`src/rtl/sysid_check_master_if.sv`:
```
// Avalon-MM read-only bus between the sysid checker (master) and the sysid
// control slave.
interface sysid_check_master_if;
  logic        avm_address;
  logic        avm_read;
  logic        avm_waitrequest;
  logic [31:0] avm_readdata;

  modport master (
    output avm_address,
    output avm_read,
    input  avm_waitrequest,
    input  avm_readdata
  );

  modport slave (
    input  avm_address,
    input  avm_read,
    output avm_waitrequest,
    output avm_readdata
  );
endinterface

```
`src/rtl/sysid_check_master.sv`:
```
// Boot-time system-ID checker: reads the ID and timestamp words from the sysid
// slave and reports pass, fail or timeout to the boot/reset controller.
module sysid_check_master #(
  parameter logic [31:0] EXPECTED_ID    = 32'd0,
  parameter logic [31:0] EXPECTED_TS    = 32'd1575711232,
  parameter int unsigned READ_LATENCY   = 0,
  parameter int unsigned TIMEOUT_CYCLES = 255,
  parameter bit          AUTO_START     = 1'b1
) (
  input  logic                        clock,
  input  logic                        reset_n,
  input  logic                        start,
  sysid_check_master_if.master        avm,
  output logic                        busy,
  output logic                        done,
  output logic                        pass,
  output logic                        timeout_err,
  output logic [31:0]                 id_value,
  output logic [31:0]                 ts_value
);

  typedef enum logic [2:0] {
    S_IDLE, S_RD_ID, S_LAT_ID, S_RD_TS, S_LAT_TS, S_CHECK, S_DONE
  } state_e;

  localparam logic [1:0]  LAST_LAT  = (READ_LATENCY == 0) ? 2'd0 : 2'(READ_LATENCY - 1);
  localparam logic [15:0] TMO_LIMIT = 16'(TIMEOUT_CYCLES);

  state_e      state_q, state_d;
  logic        addr_q, addr_d;
  logic        read_q, read_d;
  logic        busy_q, busy_d;
  logic        done_q, done_d;
  logic        pass_q, pass_d;
  logic        tmo_q, tmo_d;
  logic [31:0] id_q, id_d;
  logic [31:0] ts_q, ts_d;
  logic [15:0] tcnt_q, tcnt_d;
  logic [1:0]  lcnt_q, lcnt_d;
  logic        auto_q, auto_d;
  logic        start_go;

  // NOTE: every combinational output gets a default first so no path can infer a latch.
  always_comb begin
    state_d  = state_q;
    addr_d   = addr_q;
    read_d   = read_q;
    busy_d   = busy_q;
    done_d   = done_q;
    pass_d   = pass_q;
    tmo_d    = tmo_q;
    id_d     = id_q;
    ts_d     = ts_q;
    tcnt_d   = tcnt_q;
    lcnt_d   = lcnt_q;
    auto_d   = 1'b0;
    start_go = start | auto_q;

    case (state_q)
      S_IDLE, S_DONE: begin
        if (start_go) begin
          state_d = S_RD_ID;
          read_d  = 1'b1;
          addr_d  = 1'b0;
          busy_d  = 1'b1;
          done_d  = 1'b0;
          pass_d  = 1'b0;
          tmo_d   = 1'b0;
          id_d    = '0;
          ts_d    = '0;
          tcnt_d  = '0;
        end else if (state_q == S_DONE) begin
          done_d = 1'b1;
          busy_d = 1'b0;
        end
      end

      S_RD_ID, S_RD_TS: begin
        if (!avm.avm_waitrequest) begin
          if (READ_LATENCY == 0) begin
            if (state_q == S_RD_ID) begin
              id_d    = avm.avm_readdata;
              state_d = S_RD_TS;
              addr_d  = 1'b1;
              tcnt_d  = '0;
            end else begin
              ts_d    = avm.avm_readdata;
              state_d = S_CHECK;
              read_d  = 1'b0;
            end
          end else begin
            read_d  = 1'b0;
            lcnt_d  = '0;
            state_d = (state_q == S_RD_ID) ? S_LAT_ID : S_LAT_TS;
          end
        end else begin
          tcnt_d = tcnt_q + 16'd1;
          // Stalled too long: abandon the read; unread words stay zero.
          if (tcnt_d == TMO_LIMIT) begin
            read_d  = 1'b0;
            state_d = S_DONE;
            tmo_d   = 1'b1;
            pass_d  = 1'b0;
            busy_d  = 1'b0;
            done_d  = 1'b1;
          end
        end
      end

      S_LAT_ID: begin
        if (lcnt_q == LAST_LAT) begin
          id_d    = avm.avm_readdata;
          state_d = S_RD_TS;
          read_d  = 1'b1;
          addr_d  = 1'b1;
          tcnt_d  = '0;
        end else begin
          lcnt_d = lcnt_q + 2'd1;
        end
      end

      S_LAT_TS: begin
        if (lcnt_q == LAST_LAT) begin
          ts_d    = avm.avm_readdata;
          state_d = S_CHECK;
        end else begin
          lcnt_d = lcnt_q + 2'd1;
        end
      end

      S_CHECK: begin
        pass_d  = (id_q == EXPECTED_ID) && (ts_q == EXPECTED_TS);
        state_d = S_DONE;
      end

      default: state_d = S_IDLE;
    endcase
  end

  // NOTE: state is updated with non-blocking assignments only; the synchronous
  // reset arms the one-shot auto start so it fires on the first released edge.
  always_ff @(posedge clock) begin
    if (!reset_n) begin
      state_q <= S_IDLE;
      addr_q  <= 1'b0;
      read_q  <= 1'b0;
      busy_q  <= 1'b0;
      done_q  <= 1'b0;
      pass_q  <= 1'b0;
      tmo_q   <= 1'b0;
      id_q    <= '0;
      ts_q    <= '0;
      tcnt_q  <= '0;
      lcnt_q  <= '0;
      auto_q  <= AUTO_START;
    end else begin
      state_q <= state_d;
      addr_q  <= addr_d;
      read_q  <= read_d;
      busy_q  <= busy_d;
      done_q  <= done_d;
      pass_q  <= pass_d;
      tmo_q   <= tmo_d;
      id_q    <= id_d;
      ts_q    <= ts_d;
      tcnt_q  <= tcnt_d;
      lcnt_q  <= lcnt_d;
      auto_q  <= auto_d;
    end
  end

  assign avm.avm_address = addr_q;
  assign avm.avm_read    = read_q;
  assign busy            = busy_q;
  assign done            = done_q;
  assign pass            = pass_q;
  assign timeout_err     = tmo_q;
  assign id_value        = id_q;
  assign ts_value        = ts_q;

endmodule
```
`src/flat_wrapper.sv`:
```
// flat-port wrapper written by rule: the top's interface ports become plain ports
module sysid_check_master_flat 
#(
  parameter logic [31:0] EXPECTED_ID    = 32'd0,
  parameter logic [31:0] EXPECTED_TS    = 32'd1575711232,
  parameter int unsigned READ_LATENCY   = 0,
  parameter int unsigned TIMEOUT_CYCLES = 255,
  parameter bit          AUTO_START     = 1'b1
)
  (clock, reset_n, start, busy, done, pass, timeout_err, id_value, ts_value, avm_avm_address, avm_avm_read, avm_avm_waitrequest, avm_avm_readdata);
  sysid_check_master_if avm_i ();
  input  logic clock;
  input  logic reset_n;
  input  logic start;
  output logic busy;
  output logic done;
  output logic pass;
  output logic timeout_err;
  output logic [31:0] id_value;
  output logic [31:0] ts_value;
  output wire logic [$bits(avm_i.avm_address)-1:0] avm_avm_address;
  output wire logic [$bits(avm_i.avm_read)-1:0] avm_avm_read;
  input wire logic [$bits(avm_i.avm_waitrequest)-1:0] avm_avm_waitrequest;
  input wire logic [$bits(avm_i.avm_readdata)-1:0] avm_avm_readdata;
  assign avm_avm_address = avm_i.avm_address;
  assign avm_avm_read = avm_i.avm_read;
  assign avm_i.avm_waitrequest = avm_avm_waitrequest;
  assign avm_i.avm_readdata = avm_avm_readdata;
  sysid_check_master #(.EXPECTED_ID(EXPECTED_ID), .EXPECTED_TS(EXPECTED_TS), .READ_LATENCY(READ_LATENCY), .TIMEOUT_CYCLES(TIMEOUT_CYCLES), .AUTO_START(AUTO_START)) u_core (.clock(clock), .reset_n(reset_n), .start(start), .avm(avm_i), .busy(busy), .done(done), .pass(pass), .timeout_err(timeout_err), .id_value(id_value), .ts_value(ts_value));
endmodule
```
`config.mk`:
```
export PLATFORM = sky130hd
export DESIGN_NAME = sysid_check_master_flat
export DESIGN_NICKNAME = d
export VERILOG_FILES = /design/src/rtl/sysid_check_master_if.sv /design/src/rtl/sysid_check_master.sv /design/src/flat_wrapper.sv
export SDC_FILE = /design/constraint.sdc
export NUM_CORES = 1
export LEC_CHECK = 0
export CORE_ASPECT_RATIO = 0.75
export CORE_MARGIN = 4
export CORE_UTILIZATION = 25
export CTS_CLUSTER_SIZE = 10
export DETAILED_ROUTE_END_ITERATION = 6
export GPL_ROUTABILITY_DRIVEN = 0
export SLEW_MARGIN = 20
export SYNTH_ARGS = -nofsm -noshare
export SYNTH_HDL_FRONTEND = slang
export SYNTH_SLANG_ARGS = --single-unit
export TNS_END_PERCENT = 100
```
`constraint.sdc`:
```
create_clock -name clock -period 2.3 [get_ports clock]
set_input_delay 0.23 -clock clock [delete_from_list [all_inputs] [get_ports clock]]
set_output_delay 0.23 -clock clock [all_outputs]
set_load 0.02 [all_outputs]
```
==> results of run 1 <==
==> cell usage after synthesis, types with 3 or more instances <==
master,number
nor2_1,68
o21ai_0,20
nor2b_1,3
o22ai_1,4
or3_1,5
nand4_1,10
nand2_1,62
a22oi_1,32
buf_2,13
nand3_1,41
nor3_1,4
xnor2_1,5
nand2b_1,3
ha_1,3
a31oi_1,5
dfxtp_1,92
a21oi_1,54
clkbuf_1,23
nor4_1,12
inv_1,7
==> final cells by class <==
| cell class | count | share of cell area (%) |
|---|---|---|
| clock buffer | 9 | 3.86 |
| clock inverter | 7 | 1.03 |
| inverter | 9 | 0.579 |
| multi-input combinational | 373 | 35.8 |
| sequential | 92 | 31.7 |
| tap | 210 | 4.50 |
| timing repair buffer | 133 | 22.5 |
==> tightest hold or removal path, stage by stage (launching register included) <==
cell	delay (ns)
dfxtp_1	0.32
nand2_1	0.05
a21oi_1	0.05
==> layer usage <==
layer	wire length, um	vias up	part of all wire [%]	GRT usage, %
li1	-	2047	-	-
met1	6770	2077	48	21.5
met2	6130	153	44	22.1
met3	1020	11	7.2	3.62
met4	121	0	0.86	3.39
met5	0	-	0	0
==> stage by stage <==
step	power (mW)	std cells	TNS [ns]	hold slack, ns
after global routing	4.63	833	-0.0234	0.491
final	4.42	833	0	0.470
after detailed placement	3.01	813	0	0.462
after CTS	4.45	829	0	0.471
after floorplan	2.45	511	0	0.378
after global placement	2.99	813	0	0.454
==> where the power goes <==
part           switching [mW]  leakage, nW  internal, mW
registers               0.122        0.752          1.71
clock network           0.676        0.136         0.752
logic                   0.658         1.15         0.495
total                    1.46         2.03          2.96
==> cells by family after synthesis <==
group | share of synthesized area (%)
compound gates | 21.1
buf+inv | 4.65
fa+ha+maj | 0.918
flops | 45.0
xor+xnor | 1.50
mux | 0.490
simple gates | 26.3
==> flip-flops by register name, indices dropped and copies added (netlist names) <==
signal,count
u_core.id_value,32
u_core.ts_value,32
u_core.tcnt_q,16
u_core.state_q,3
u_core.lcnt_q,2
u_core.auto_q,1
u_core.avm.avm_address,1
u_core.avm.avm_read,1
u_core.busy,1
u_core.done,1
u_core.pass,1
u_core.timeout_err,1
==> path summary, 6_finish.rpt <==
kind / end / slack [ns] / depth (start not counted)
worst max-delay path: u_core.pass$_SDFFE_PN0P_ / 0.12 / 6
worst min-delay path: u_core.ts_value[11]$_SDFFE_PN0P_ / 0.47 / 2
worst max register to register: u_core.pass$_SDFFE_PN0P_ / 0.12 / 6
worst min register to register: u_core.ts_value[11]$_SDFFE_PN0P_ / 0.47 / 2
==> repair_timing <==
item,CTS,global route
endpoints found under the setup margin,0,25
hold buffers,0,0
gates resized for setup,0,8
buffers inserted,0,4
endpoints found under the hold margin,0,0
==> impl_metrics.yaml, run 1 <==
outcome:
  outcome: "finished, final reports clean"
critical_path:
  critPathCaptureType: "flip-flop"
  crit_path_max_incr_delay_ns: 0.62
  crit_start: "u_core.tcnt_q[6]$_SDFFE_PN0P_"
  rr_startpoint: "u_core.tcnt_q[6]$_SDFFE_PN0P_"
  crit_chain: "nand4_1 > or4_4 > xor2_1 > nand2_1 > nor3_4 > o31ai_1"
  start_kind: "flip-flop"
  cp_slowest_cell: "or4_4"
  cpLargestDelayFamily: "simple AND/OR/NAND/NOR gates"
  worstPathRequired_ns: 2.52
  worstPathArrival_ns: 2.40
  crit_fanout: 7
  path_class: "flip-flop to flip-flop"
  path_buf_inv: 0
detailed_routing:
  first_pass_iters: 5
  ant_nets: 0
  drc_errors: 0
  vias: 4288
  initialDrtViolationCount: 336
  drt_wl_total_um: 14000
  wl_per_cell_um: 16.9
  via_per_inst: 5.15
grt:
  overflow: 0
  grt_max_degree: 79
  antenna_found_initial: 0
  grt_pass1_vias: 4099
  grt_pass1_wl_um: 22100
  grt.total_usage_pct: 14.8
yosys:
  synth_area_mm2: 0.00409
  syn_area_per_cell_um2: 8.00
  async_flop_share_pct: 0
  yosysTopAreaCell: "dfxtp_1"
  yosysTopAreaCellShare_pct: 45.0
  yosysSeqAreaShare_pct: 45.0
  yosys_warnings: 0
  synth_nets: 550
  synth.area.top_cells: "dfxtp_1, a21oi_1, nor2_1"
  synthFlopType: "dfxtp_1"
  synth_edf_count: 0
  ys_ff_latch: 92
  ys_types: 57
  synthCells: 511
timing:
  setup_viol: 0
  final.period_utilization_pct: 94.8
  fmaxAchievable_ghz: 0.458
  max_slew_margin_pct: 64.4
  final.min_clock_period_ns: 2.18
  slew_viol_final: 0
  finalClockSkew_ns: 0.00679
  finalHoldViolCount: 0
  worst_slack_ns: 0.118
  worst_pin_slew_ns: 0.530
cts:
  ctsHtreeMaxLevel: 3
  clockBufferDepth: 2
  clk_latency_ns: 0.34
  clock-sinks: 92
  root_buffer: "clkbuf_16"
  cts_buffers: 9
  cts_tree: "built"
  cts.reportedPaths.clkPinSlew_ns: 0.07
layout:
  layout.nets: 657
  nFillCells: 1632
  final_util_pct: 36.5
  regArea_mm2: 0.00185
  multi_input_area_mm2: 0.00209
  n_antenna_cell: 0
  final_layout_size_suffix_gt1_share_pct: 10.3
  stdcell_area_mm2: 0.00584
  layout_common_cells: "clkdlybuf4s50_1, dfxtp_1, nor2_1, nand2_1, a21oi_1"
  synthToLayoutAreaGrowth_pct: 42.8
  final_common_cell: "clkdlybuf4s50_1"
min_path:
  hp-class: "flip-flop to flip-flop"
  hold_start: "u_core.ts_value[11]$_SDFFE_PN0P_"
placed_design:
  detailed_place_hpwl_um: 10100
  io_buffers: 105
  post-place-ws_ns: 0.00828
  place_area_mm2: 0.00550
floorplanning:
  die_w_um: 156
  initial_utilization_pct: 25.5
  core_mm2: 0.0160
  io_pins: 106
  die-area_mm2: 0.0185
  rows: 40
  dieHeight_um: 119
power_and_ir_drop:
  p_leak_nw: 2.03
  power_density_mw_per_mm2: 756
  worst_ir_drop_vdd_mv: 0.382
run:
  maxCapViolations: 0
Note: power is estimated with default switching activity, not from simulation.
==> run 2: changes to the inputs <==
--- a/config.mk
+++ b/config.mk
@@ -8,6 +8,7 @@
 export CORE_ASPECT_RATIO = 0.75
 export CORE_MARGIN = 4
 export CORE_UTILIZATION = 25
+export CTS_BUF_LIST = sky130_fd_sc_hd__clkbuf_8
 export CTS_CLUSTER_SIZE = 10
 export DETAILED_ROUTE_END_ITERATION = 6
 export GPL_ROUTABILITY_DRIVEN = 0
==> run 2 against run 1 <==
First-iteration DRC count decreased by 18%. Clock power is 27% lower. Die area stayed put. Cell count unchanged. Sequential share of layout area is 0.60 points higher. Largest power group unchanged. Critical endpoint is now u_core.state_q[2]$_SDFFE_PN0P_. Cell area is 1.8% lower. Sequential power is essentially flat. Non-clock buffer count did not move.
==> impl_metrics.yaml, run 2 (synthesized netlist as in run 1, its figures left out) <==
layout:
  final_common_cell: "clkdlybuf4s50_1"
  stdcell_area_mm2: 0.00574
  layout_common_cells: "clkdlybuf4s50_1, dfxtp_1, nor2_1, nand2_1, a21oi_1"
  nFillCells: 1639
  final_layout_size_suffix_gt1_share_pct: 10.4
  synthToLayoutAreaGrowth_pct: 40.3
  layout.nets: 657
  n_antenna_cell: 0
  multi_input_area_mm2: 0.00209
  regArea_mm2: 0.00185
grt:
  antenna_found_initial: 0
  overflow: 0
  grt.total_usage_pct: 14.8
  grt_max_degree: 79
  grt_pass1_vias: 4084
  grt_pass1_wl_um: 22100
detailed_routing:
  via_per_inst: 5.14
  vias: 4280
  wl_per_cell_um: 16.9
  drt_wl_total_um: 14100
  first_pass_iters: 6
  initialDrtViolationCount: 274
  drc_errors: 0
  ant_nets: 0
power_and_ir_drop:
  sw_frac_of_total_pct: 34.9
  power.switching_mw: 1.40
  pwr-share-seq_pct: 45.6
  p_int_mw: 2.62
  power_density_mw_per_mm2: 701
  p_leak_nw: 1.99
  worst_ir_drop_vdd_mv: 0.324
  p_comb_share_pct: 28.6
  p_total_mw: 4.02
  power.share.clock_pct: 25.8
floorplanning:
  die-area_mm2: 0.0185
  dieHeight_um: 119
  io_pins: 106
  rows: 40
  initial_utilization_pct: 25.5
  die_w_um: 156
  core_mm2: 0.0160
min_path:
  hp-class: "primary input to flip-flop"
cts:
  hold_buffers: 0
  ctsHtreeMaxLevel: 3
  clk_latency_ns: 0.36
  cts_buffers: 9
  root_buffer: "clkbuf_8"
  cts_tree: "built"
  clockBufferDepth: 2
  clock-sinks: 92
  cts.reportedPaths.clkPinSlew_ns: 0.10
critical_path:
  worstPathRequired_ns: 2.61
  start_kind: "flip-flop"
  crit_fanout: 7
  path_class: "flip-flop to flip-flop"
  critPathCaptureType: "flip-flop"
  crit_chain: "nand4_1 > or4_4 > xor2_1 > nand2_1 > nor3_4 > o311a_1"
  crit_path_max_incr_delay_ns: 0.62
  cp_slowest_cell: "or4_4"
  worstPathArrival_ns: 2.47
timing:
  max_slew_margin_pct: 62.5
  fmaxAchievable_ghz: 0.461
  final.period_utilization_pct: 94.2
  tns_ns: 0
  fin_hold_ws_ns: 0.464
  finalClockSkew_ns: 0.0105
  final.min_clock_period_ns: 2.17
  slew_viol_final: 0
  setup_viol: 0
  finalHoldViolCount: 0
  worst_pin_slew_ns: 0.558
placed_design:
  place_area_mm2: 0.00550
  detailed_place_hpwl_um: 10100
  io_buffers: 105
run:
  maxCapViolations: 0
outcome:
  outcome: "finished, final reports clean"
## run 2: final timing paths
check / from / to / slack (ns) / depth (start not counted)
max: u_core.tcnt_q[6]$_SDFFE_PN0P_ / u_core.state_q[2]$_SDFFE_PN0P_ / 0.13 / 6
min: avm_avm_readdata[2] / u_core.ts_value[2]$_SDFFE_PN0P_ / 0.46 / 3
max reg2reg: u_core.tcnt_q[6]$_SDFFE_PN0P_ / u_core.state_q[2]$_SDFFE_PN0P_ / 0.13 / 6
min reg2reg: u_core.ts_value[15]$_SDFFE_PN0P_ / u_core.ts_value[15]$_SDFFE_PN0P_ / 0.47 / 2
## run 2: timing repair
| item | CTS | global route |
|---|---|---|
| endpoints found under the hold margin | 0 | 0 |
| gates resized for setup | 0 | 8 |
| setup buffers | 0 | 4 |
| setup endpoints to repair | 0 | 26 |
## run 2: stage by stage
| step | utilization [%] | worst slack, ns | std cells |
|---|---|---|---|
| 6_report | 35.8 | 0.133 | 833 |
| 5_1_grt | 35.8 | -0.0155 | 833 |
| 4_1_cts | 35.5 | 0.00278 | 829 |
| 3_5_place_dp | 34.3 | 0.00828 | 813 |
| 3_3_place_gp | 34.3 | 0.121 | 813 |
| 2_1_floorplan | - | 0.197 | 511 |
## run 2: final cells by class
cell class,count,area share [%]
clock buffer,9,2.16
tap,210,4.58
multi-input combinational,373,36.5
sequential,92,32.3
timing repair buffer,133,22.9
inverter,9,0.589
clock inverter,7,1.05
## run 2: critical path, delay by kind of cell (launching register included)
kind,cells,cell delay [ns]
and+or+nand+nor,4,1.36
DFF,1,0.43
AOI/OAI and AO/OA,1,0.18
xor gates and xnor gates,1,0.14
## run 2: layer usage
| metal | vias to the layer above | routed length, um | GRT usage (%) |
|---|---|---|---|
| li1 | 2046 | - | - |
| met1 | 2059 | 6770 | 21.4 |
| met3 | 12 | 1040 | 3.62 |
| met4 | 0 | 129 | 3.55 |
| met2 | 163 | 6130 | 22.1 |
| met5 | - | 0 | 0 |
## run 2: power groups by stage
stage / sequential [mW] / clock, mW / combinational, mW
finish: 1.83 / 1.04 / 1.15
CTS: 1.83 / 1.08 / 1.15
floorplan: 1.96 / 0 / 0.488
detailed placement: 1.87 / 0 / 1.15
global placement: 1.86 / 0 / 1.13
global route: 1.85 / 1.15 / 1.24
